==> src/rtl/axi_dbg_pkg.sv <==
// Shared types and constants for the debug-port AXI4 slave.
// Latency: n/a (declarations only).
// Backpressure: n/a.
package axi_dbg_pkg;

    typedef enum logic [2:0] {
        IDLE,
        RD_REQ,
        RD_CAP,
        RD_RESP,
        WR_DATA,
        WR_RESP
    } state_t;

    localparam logic [1:0] BURST_FIXED = 2'b00;
    localparam logic [1:0] BURST_INCR  = 2'b01;
    localparam logic [1:0] BURST_WRAP  = 2'b10;

    localparam logic [1:0] RESP_OKAY   = 2'b00;
    localparam logic [1:0] RESP_SLVERR = 2'b10;

    // Largest beat size the 32-bit device port can carry (4 bytes).
    localparam logic [2:0] SIZE_MAX = 3'd2;

endpackage

==> src/rtl/axi_burst_addr_gen.sv <==
// Next-beat address and unsupported-transaction flag from (addr, size, burst).
// Latency: purely combinational, 0 cycles.
// Backpressure: none; the caller decides when to register the result.
module axi_burst_addr_gen
    import axi_dbg_pkg::*;
#(
    parameter int ADDR_W = 32
) (
    input  logic [ADDR_W-1:0] addr,
    input  logic [2:0]        size,
    input  logic [1:0]        burst,
    output logic [ADDR_W-1:0] next_addr,
    output logic              err
);

    // FIXED holds, INCR steps by the beat size (wrapping silently), WRAP/reserved are rejected.
    always_comb begin
        next_addr = addr;
        err       = (size > SIZE_MAX) || (burst == BURST_WRAP) || (burst == 2'b11);
        if (burst == BURST_INCR) begin
            next_addr = addr + (ADDR_W'(1) << size);
        end
    end

endmodule

==> src/rtl/axi_dbg_mem_slave.sv <==
// AXI4 slave bridging the debug crossbar port onto a single-port device memory bus.
// Latency: AR handshake -> rvalid 3 cycles, 3 cycles per further read beat; write beats go out the cycle they are accepted.
// Backpressure: one transaction at a time; R/B held until rready/bready, device side is never stalled.
module axi_dbg_mem_slave
    import axi_dbg_pkg::*;
#(
    parameter int ADDR_W = 32,
    parameter int DATA_W = 32,
    parameter int ID_W   = 4
) (
    input  logic              clk,
    input  logic              rst,
    // write address
    input  logic [ID_W-1:0]   s_axi_awid,
    input  logic [ADDR_W-1:0] s_axi_awaddr,
    input  logic [7:0]        s_axi_awlen,
    input  logic [2:0]        s_axi_awsize,
    input  logic [1:0]        s_axi_awburst,
    input  logic              s_axi_awvalid,
    output logic              s_axi_awready,
    // write data
    input  logic [DATA_W-1:0] s_axi_wdata,
    input  logic [3:0]        s_axi_wstrb,
    input  logic              s_axi_wlast,
    input  logic              s_axi_wvalid,
    output logic              s_axi_wready,
    // write response
    output logic [ID_W-1:0]   s_axi_bid,
    output logic [1:0]        s_axi_bresp,
    output logic              s_axi_bvalid,
    input  logic              s_axi_bready,
    // read address
    input  logic [ID_W-1:0]   s_axi_arid,
    input  logic [ADDR_W-1:0] s_axi_araddr,
    input  logic [7:0]        s_axi_arlen,
    input  logic [2:0]        s_axi_arsize,
    input  logic [1:0]        s_axi_arburst,
    input  logic              s_axi_arvalid,
    output logic              s_axi_arready,
    // read data
    output logic [ID_W-1:0]   s_axi_rid,
    output logic [DATA_W-1:0] s_axi_rdata,
    output logic [1:0]        s_axi_rresp,
    output logic              s_axi_rlast,
    output logic              s_axi_rvalid,
    input  logic              s_axi_rready,
    // device port
    output logic              dev_req,
    output logic              dev_we,
    output logic [ADDR_W-1:0] dev_addr,
    output logic [3:0]        dev_be,
    output logic [DATA_W-1:0] dev_wdata,
    input  logic [DATA_W-1:0] dev_rdata
);

    state_t              state, state_nxt;
    logic                last_rd;
    logic [ID_W-1:0]     id_q;
    logic [ADDR_W-1:0]   addr_q;
    logic [7:0]          beat_cnt;
    logic [2:0]          size_q;
    logic [1:0]          burst_q;
    logic [DATA_W-1:0]   rdata_q;
    logic                wlast_err_q;

    logic [ADDR_W-1:0]   next_addr;
    logic                txn_err;
    logic                rd_grant;
    logic                wr_grant;
    logic                last_beat;
    logic [ADDR_W-1:0]   word_addr;

    // Only one transaction is in flight, so a single generator serves both paths.
    axi_burst_addr_gen #(.ADDR_W(ADDR_W)) u_addr_gen (
        .addr      (addr_q),
        .size      (size_q),
        .burst     (burst_q),
        .next_addr (next_addr),
        .err       (txn_err)
    );

    // On a tie the pointer picks the side that did not win the previous tie; lone requests win outright.
    assign rd_grant  = s_axi_arvalid && (!s_axi_awvalid || !last_rd);
    assign wr_grant  = s_axi_awvalid && !rd_grant;
    assign last_beat = (beat_cnt == 8'd0);
    assign word_addr = {addr_q[ADDR_W-1:2], 2'b00};

    // State register.
    always_ff @(posedge clk or posedge rst) begin
        if (rst) begin
            state <= IDLE;
        end else begin
            state <= state_nxt;
        end
    end

    // Next-state decode; burst length comes from len, never from wlast.
    always_comb begin
        state_nxt = state;
        case (state)
            IDLE: begin
                if (rd_grant)      state_nxt = RD_REQ;
                else if (wr_grant) state_nxt = WR_DATA;
            end
            RD_REQ:  state_nxt = RD_CAP;
            RD_CAP:  state_nxt = RD_RESP;
            RD_RESP: begin
                if (s_axi_rready) state_nxt = last_beat ? IDLE : RD_REQ;
            end
            WR_DATA: begin
                if (s_axi_wvalid && last_beat) state_nxt = WR_RESP;
            end
            WR_RESP: begin
                if (s_axi_bready) state_nxt = IDLE;
            end
            default: state_nxt = IDLE;
        endcase
    end

    // Channel and device outputs; everything idles at zero, and an erroring transaction never touches the device.
    always_comb begin
        s_axi_arready = 1'b0;
        s_axi_awready = 1'b0;
        s_axi_wready  = 1'b0;
        s_axi_rvalid  = 1'b0;
        s_axi_rlast   = 1'b0;
        s_axi_rid     = '0;
        s_axi_rdata   = '0;
        s_axi_rresp   = RESP_OKAY;
        s_axi_bvalid  = 1'b0;
        s_axi_bid     = '0;
        s_axi_bresp   = RESP_OKAY;
        dev_req       = 1'b0;
        dev_we        = 1'b0;
        dev_addr      = '0;
        dev_be        = 4'h0;
        dev_wdata     = '0;
        case (state)
            IDLE: begin
                s_axi_arready = rd_grant && !rst;
                s_axi_awready = wr_grant && !rst;
            end
            RD_REQ: begin
                if (!txn_err) begin
                    dev_req  = 1'b1;
                    dev_addr = word_addr;
                    dev_be   = 4'hF;
                end
            end
            RD_RESP: begin
                s_axi_rvalid = 1'b1;
                s_axi_rlast  = last_beat;
                s_axi_rid    = id_q;
                s_axi_rdata  = rdata_q;
                s_axi_rresp  = txn_err ? RESP_SLVERR : RESP_OKAY;
            end
            WR_DATA: begin
                s_axi_wready = 1'b1;
                if (s_axi_wvalid && !txn_err) begin
                    dev_req   = 1'b1;
                    dev_we    = 1'b1;
                    dev_addr  = word_addr;
                    dev_be    = s_axi_wstrb;
                    dev_wdata = s_axi_wdata;
                end
            end
            WR_RESP: begin
                s_axi_bvalid = 1'b1;
                s_axi_bid    = id_q;
                s_axi_bresp  = (txn_err || wlast_err_q) ? RESP_SLVERR : RESP_OKAY;
            end
            default: ;
        endcase
    end

    // Transaction context: capture on grant, step address/count per beat, latch read data and wlast violations.
    always_ff @(posedge clk or posedge rst) begin
        if (rst) begin
            last_rd     <= 1'b0;
            id_q        <= '0;
            addr_q      <= '0;
            beat_cnt    <= 8'd0;
            size_q      <= 3'd0;
            burst_q     <= BURST_FIXED;
            rdata_q     <= '0;
            wlast_err_q <= 1'b0;
        end else begin
            case (state)
                IDLE: begin
                    if (rd_grant) begin
                        id_q     <= s_axi_arid;
                        addr_q   <= s_axi_araddr;
                        beat_cnt <= s_axi_arlen;
                        size_q   <= s_axi_arsize;
                        burst_q  <= s_axi_arburst;
                        if (s_axi_awvalid) last_rd <= !last_rd;
                    end else if (wr_grant) begin
                        id_q        <= s_axi_awid;
                        addr_q      <= s_axi_awaddr;
                        beat_cnt    <= s_axi_awlen;
                        size_q      <= s_axi_awsize;
                        burst_q     <= s_axi_awburst;
                        wlast_err_q <= 1'b0;
                        if (s_axi_arvalid) last_rd <= !last_rd;
                    end
                end
                RD_CAP: begin
                    rdata_q <= txn_err ? '0 : dev_rdata;
                end
                RD_RESP: begin
                    if (s_axi_rready && !last_beat) begin
                        addr_q   <= next_addr;
                        beat_cnt <= beat_cnt - 8'd1;
                    end
                end
                WR_DATA: begin
                    if (s_axi_wvalid) begin
                        if (s_axi_wlast != last_beat) wlast_err_q <= 1'b1;
                        if (!last_beat) begin
                            addr_q   <= next_addr;
                            beat_cnt <= beat_cnt - 8'd1;
                        end
                    end
                end
                default: ;
            endcase
        end
    end

endmodule

==> config.mk <==
export PLATFORM = sky130hd
export DESIGN_NAME = axi_dbg_mem_slave
export DESIGN_NICKNAME = d
export VERILOG_FILES = /design/src/rtl/axi_dbg_pkg.sv /design/src/rtl/axi_burst_addr_gen.sv /design/src/rtl/axi_dbg_mem_slave.sv
export SDC_FILE = /design/constraint.sdc
export NUM_CORES = 1
export LEC_CHECK = 0
export BUFFER_PORTS_ARGS = -buffer_cell sky130_fd_sc_hd__buf_2
export CAP_MARGIN = 15
export CELL_PAD_IN_SITES_DETAIL_PLACEMENT = 1
export CELL_PAD_IN_SITES_GLOBAL_PLACEMENT = 2
export CORE_ASPECT_RATIO = 1.25
export CORE_MARGIN = 5
export CORE_UTILIZATION = 25
export DETAILED_ROUTE_END_ITERATION = 10
export PLACE_DENSITY = 0.9
export SKIP_CTS_REPAIR_TIMING = 1
export SYNTH_ARGS = -nofsm -noshare
export SYNTH_HDL_FRONTEND = slang
export SYNTH_SLANG_ARGS = --single-unit
==> constraint.sdc <==
create_clock -name clk -period 3.8 [get_ports clk]
set_input_delay 0.95 -clock clk [delete_from_list [all_inputs] [get_ports clk]]
set_output_delay 0.95 -clock clk [all_outputs]
set_load 0.02 [all_outputs]
==> qor.yml <==
run_status:
  outcome: "completed"
power:
  p_clk_frac: 0.184
  seqPwrFrac: 0.315
  p_int_mw: 3.179
  peakVddDrop_mv: 0.3352
  power.total_mw: 5.746
  p_comb_frac: 0.502
  p_leak_nw: 4.226
  power.switching_mw: 2.567
  power_density_mw_per_mm2: 700.8
  power.share.switching: 0.4467
worst_setup_path:
  criticalPathCategory: "reg2out"
  worstSetupStartpointType: "register"
  path_delay_family: "simple AND/OR/NAND/NOR gates"
  slowest_stage: "dfrtp_1"
  path_cells: "nor2_1 > nand2_1 > or2_2 > a21oi_2 > buf_4 > and2_1 > buf_2"
  worstPathArrival_ns: 2.32
  end_kind: "primary output"
  cp_num_buf_inv: 2
  cp_max_fo: 31
  worst_path_largest_cell_delay_ns: 0.46
  crit_required_ns: 2.85
die:
  num_io_pins: 294
  die-area_mm2: 0.02757
  initial_utilization: 0.2546
  core_area_mm2: 0.02388
  dieHeight_um: 184.4
  rows: 63
  dieWidth_um: 149.5
timing:
  slew_violations: 0
  fmax_mhz: 305.7
  fin_crit_sh: 0.8608
  finalSetupViolCount: 0
  report.final.hold_viol_count: 0
  relSlewSlack: 0.4342
  tightestPinTransition_ns: 0.8369
  setup-tns-final_ns: 0
  rsz0062_at_grt: "no"
  final.setup_skew_ns: 0.01256
  min_period_ns: 3.271
synthesis:
  synthCells: 740
  synthTopCellsByArea: "dfrtp_1 35%, and2_1 11%, nand2_1 7.0%"
  synthFlopType: "dfrtp_1"
  synthTopCellsByCount: "113 x nand2_1, 110 x and2_1, 86 x dfrtp_1"
  yosysWarningCount: 0
  ys_types: 63
  syn_area_per_cell_um2: 8.219
  yosysMostFrequentCell: "nand2_1"
  ys_ff_latch: 86
  synth_edf_count: 0
  async_reset_ff_frac: 1.000
  syn_area_mm2: 0.006082
  synth_top_area_share: 0.3538
  ys_seq_area_frac: 0.3538
  synth_top_cell_by_area: "dfrtp_1"
global_route:
  grt_pass1_vias: 6751
  antenna_found_initial: 1
  track_usage: 0.1695
  grt_pass1_wl_um: 37430
  grt_max_degree: 58
  overflow: 0
clock_network:
  htree_levels: 3
  insertion_delay_ns: 0.35
  cts_buffer_depth: 2
  clkSinkCount: 86
  cts_root_buf: "clkbuf_16"
  clk_pin_slew_ns: 0.06
  cts_buffers: 9
  tritoncts: "built"
detailed_routing:
  num_vias: 6547
  first_pass_iters: 4
  drtIter0Drc: 239
  wire_per_inst_um: 18.16
  wl_um: 24150
  ant_nets: 0
  drc_errors: 0
  via_per_inst: 4.923
run:
  maxCapViolCount: 0
cells_and_area:
  nets: 1184
  drive_gt1_frac: 0.3386
  final_area_mm2: 0.008200
  syn2layout_area_growth_pct: 34.83
  final_core_util: 0.3433
placement:
  place_congestion: 0.7857
  place_area_mm2: 0.007844
  port_buffers: 289
  dp_hpwl_um: 18770
hold_path:
  hold_class: "reg2reg"
==> layout make-up <==
| class | count | area (um^2) |
|---|---|---|
| tap | 325 | 406.6 |
| inverter | 9 | 36.28 |
| sequential | 86 | 2152 |
| timing repair buffer | 308 | 1589 |
| antenna | 1 | 2.502 |
| clock buffer | 10 | 239.0 |
| fill | 2974 | 15680 |
| multi-input combinational | 586 | 3667 |
| clock inverter | 5 | 107.6 |
==> logic make-up (layout without fill, tap and decap cells) <==
logic type	count (synthesis)	count (layout)	synth area share
adders and majority gates	10	10	0.02181
and+or+nand+nor	362	362	0.3100
xor gates and xnor gates	6	6	0.008642
DFF	86	86	0.3538
other	1	5	0.0006166
muxes	21	21	0.03497
buffers and inverters	71	332	0.04917
AOI/OAI and AO/OA	183	183	0.2209
==> final timing paths <==
kind / start / to / slack [ns] / cells after the start
setup / recovery: size_q[2] / dev_addr[3] / 0.53 / 7
hold / removal: rdata_q[9] / rdata_q[9] / 0.50 / 1
setup reg to reg: size_q[0] / addr_q[31] / 0.62 / 8
hold reg to reg: rdata_q[9] / rdata_q[9] / 0.50 / 1
max in group asynchronous: rst / rdata_q[23] / 2.34 / 3
min in group asynchronous: rst / addr_q[18] / 0.71 / 2
==> through the flow <==
step	hold slack [ns]	instances	setup slack, ns
global placement	0.4733	1313	0.6776
CTS	0.5021	1328	0.4626
detailed placement	0.4844	1313	0.6448
floorplan	0.4497	743	0.6282
global route	0.5085	1329	0.3483
finish	0.4958	1330	0.5291
==> power by group through the flow <==
stage               Combinational [mW]  Sequential [mW]  Clock (mW)
finish                            2.88             1.81        1.05
global route                      3.21             1.88        1.12
CTS                               2.93             1.81        1.08
detailed placement                2.91             1.82           0
global placement                  2.83             1.80           0
floorplan                         2.21             1.59           0
==> placed cells by master, fill, tap and decap left out, types with 5 or more instances in the layout <==
cell         n
o22a_1       5
a31oi_1     13
o31ai_1      6
mux2i_1     19
buf_2      289
o21ai_0     22
a311oi_1    11
inv_1        8
nor3b_1      5
a21o_1       6
nor2_1      34
a22o_1      37
dfrtp_1     86
clkbuf_16    9
a211oi_1    18
nand2b_1     7
nor4_1      10
and3_1      12
nand3_1     26
ha_1         9
and2_1     110
nor3_1      19
a21oi_1     31
nand2_1    113
buf_4       19
==> state kept, by name, summed over array words and instances (netlist names) <==
| signal | count |
|---|---|
| burst_q | 2 |
| rdata_q | 32 |
| addr_q | 32 |
| id_q | 4 |
| state | 3 |
| wlast_err_q | 1 |
| size_q | 3 |
| last_rd | 1 |
| beat_cnt | 8 |
==> routing by layer <==
layer / wire length [um] / track usage / vias up
met5: 13 / 0 / -
li1: - / - / 3171
met4: 452 / 0.05018 / 2
met3: 1243 / 0.02878 / 27
met1: 10400 / 0.2146 / 3162
met2: 12030 / 0.2957 / 185
Note: power is estimated with default switching activity, not from simulation.
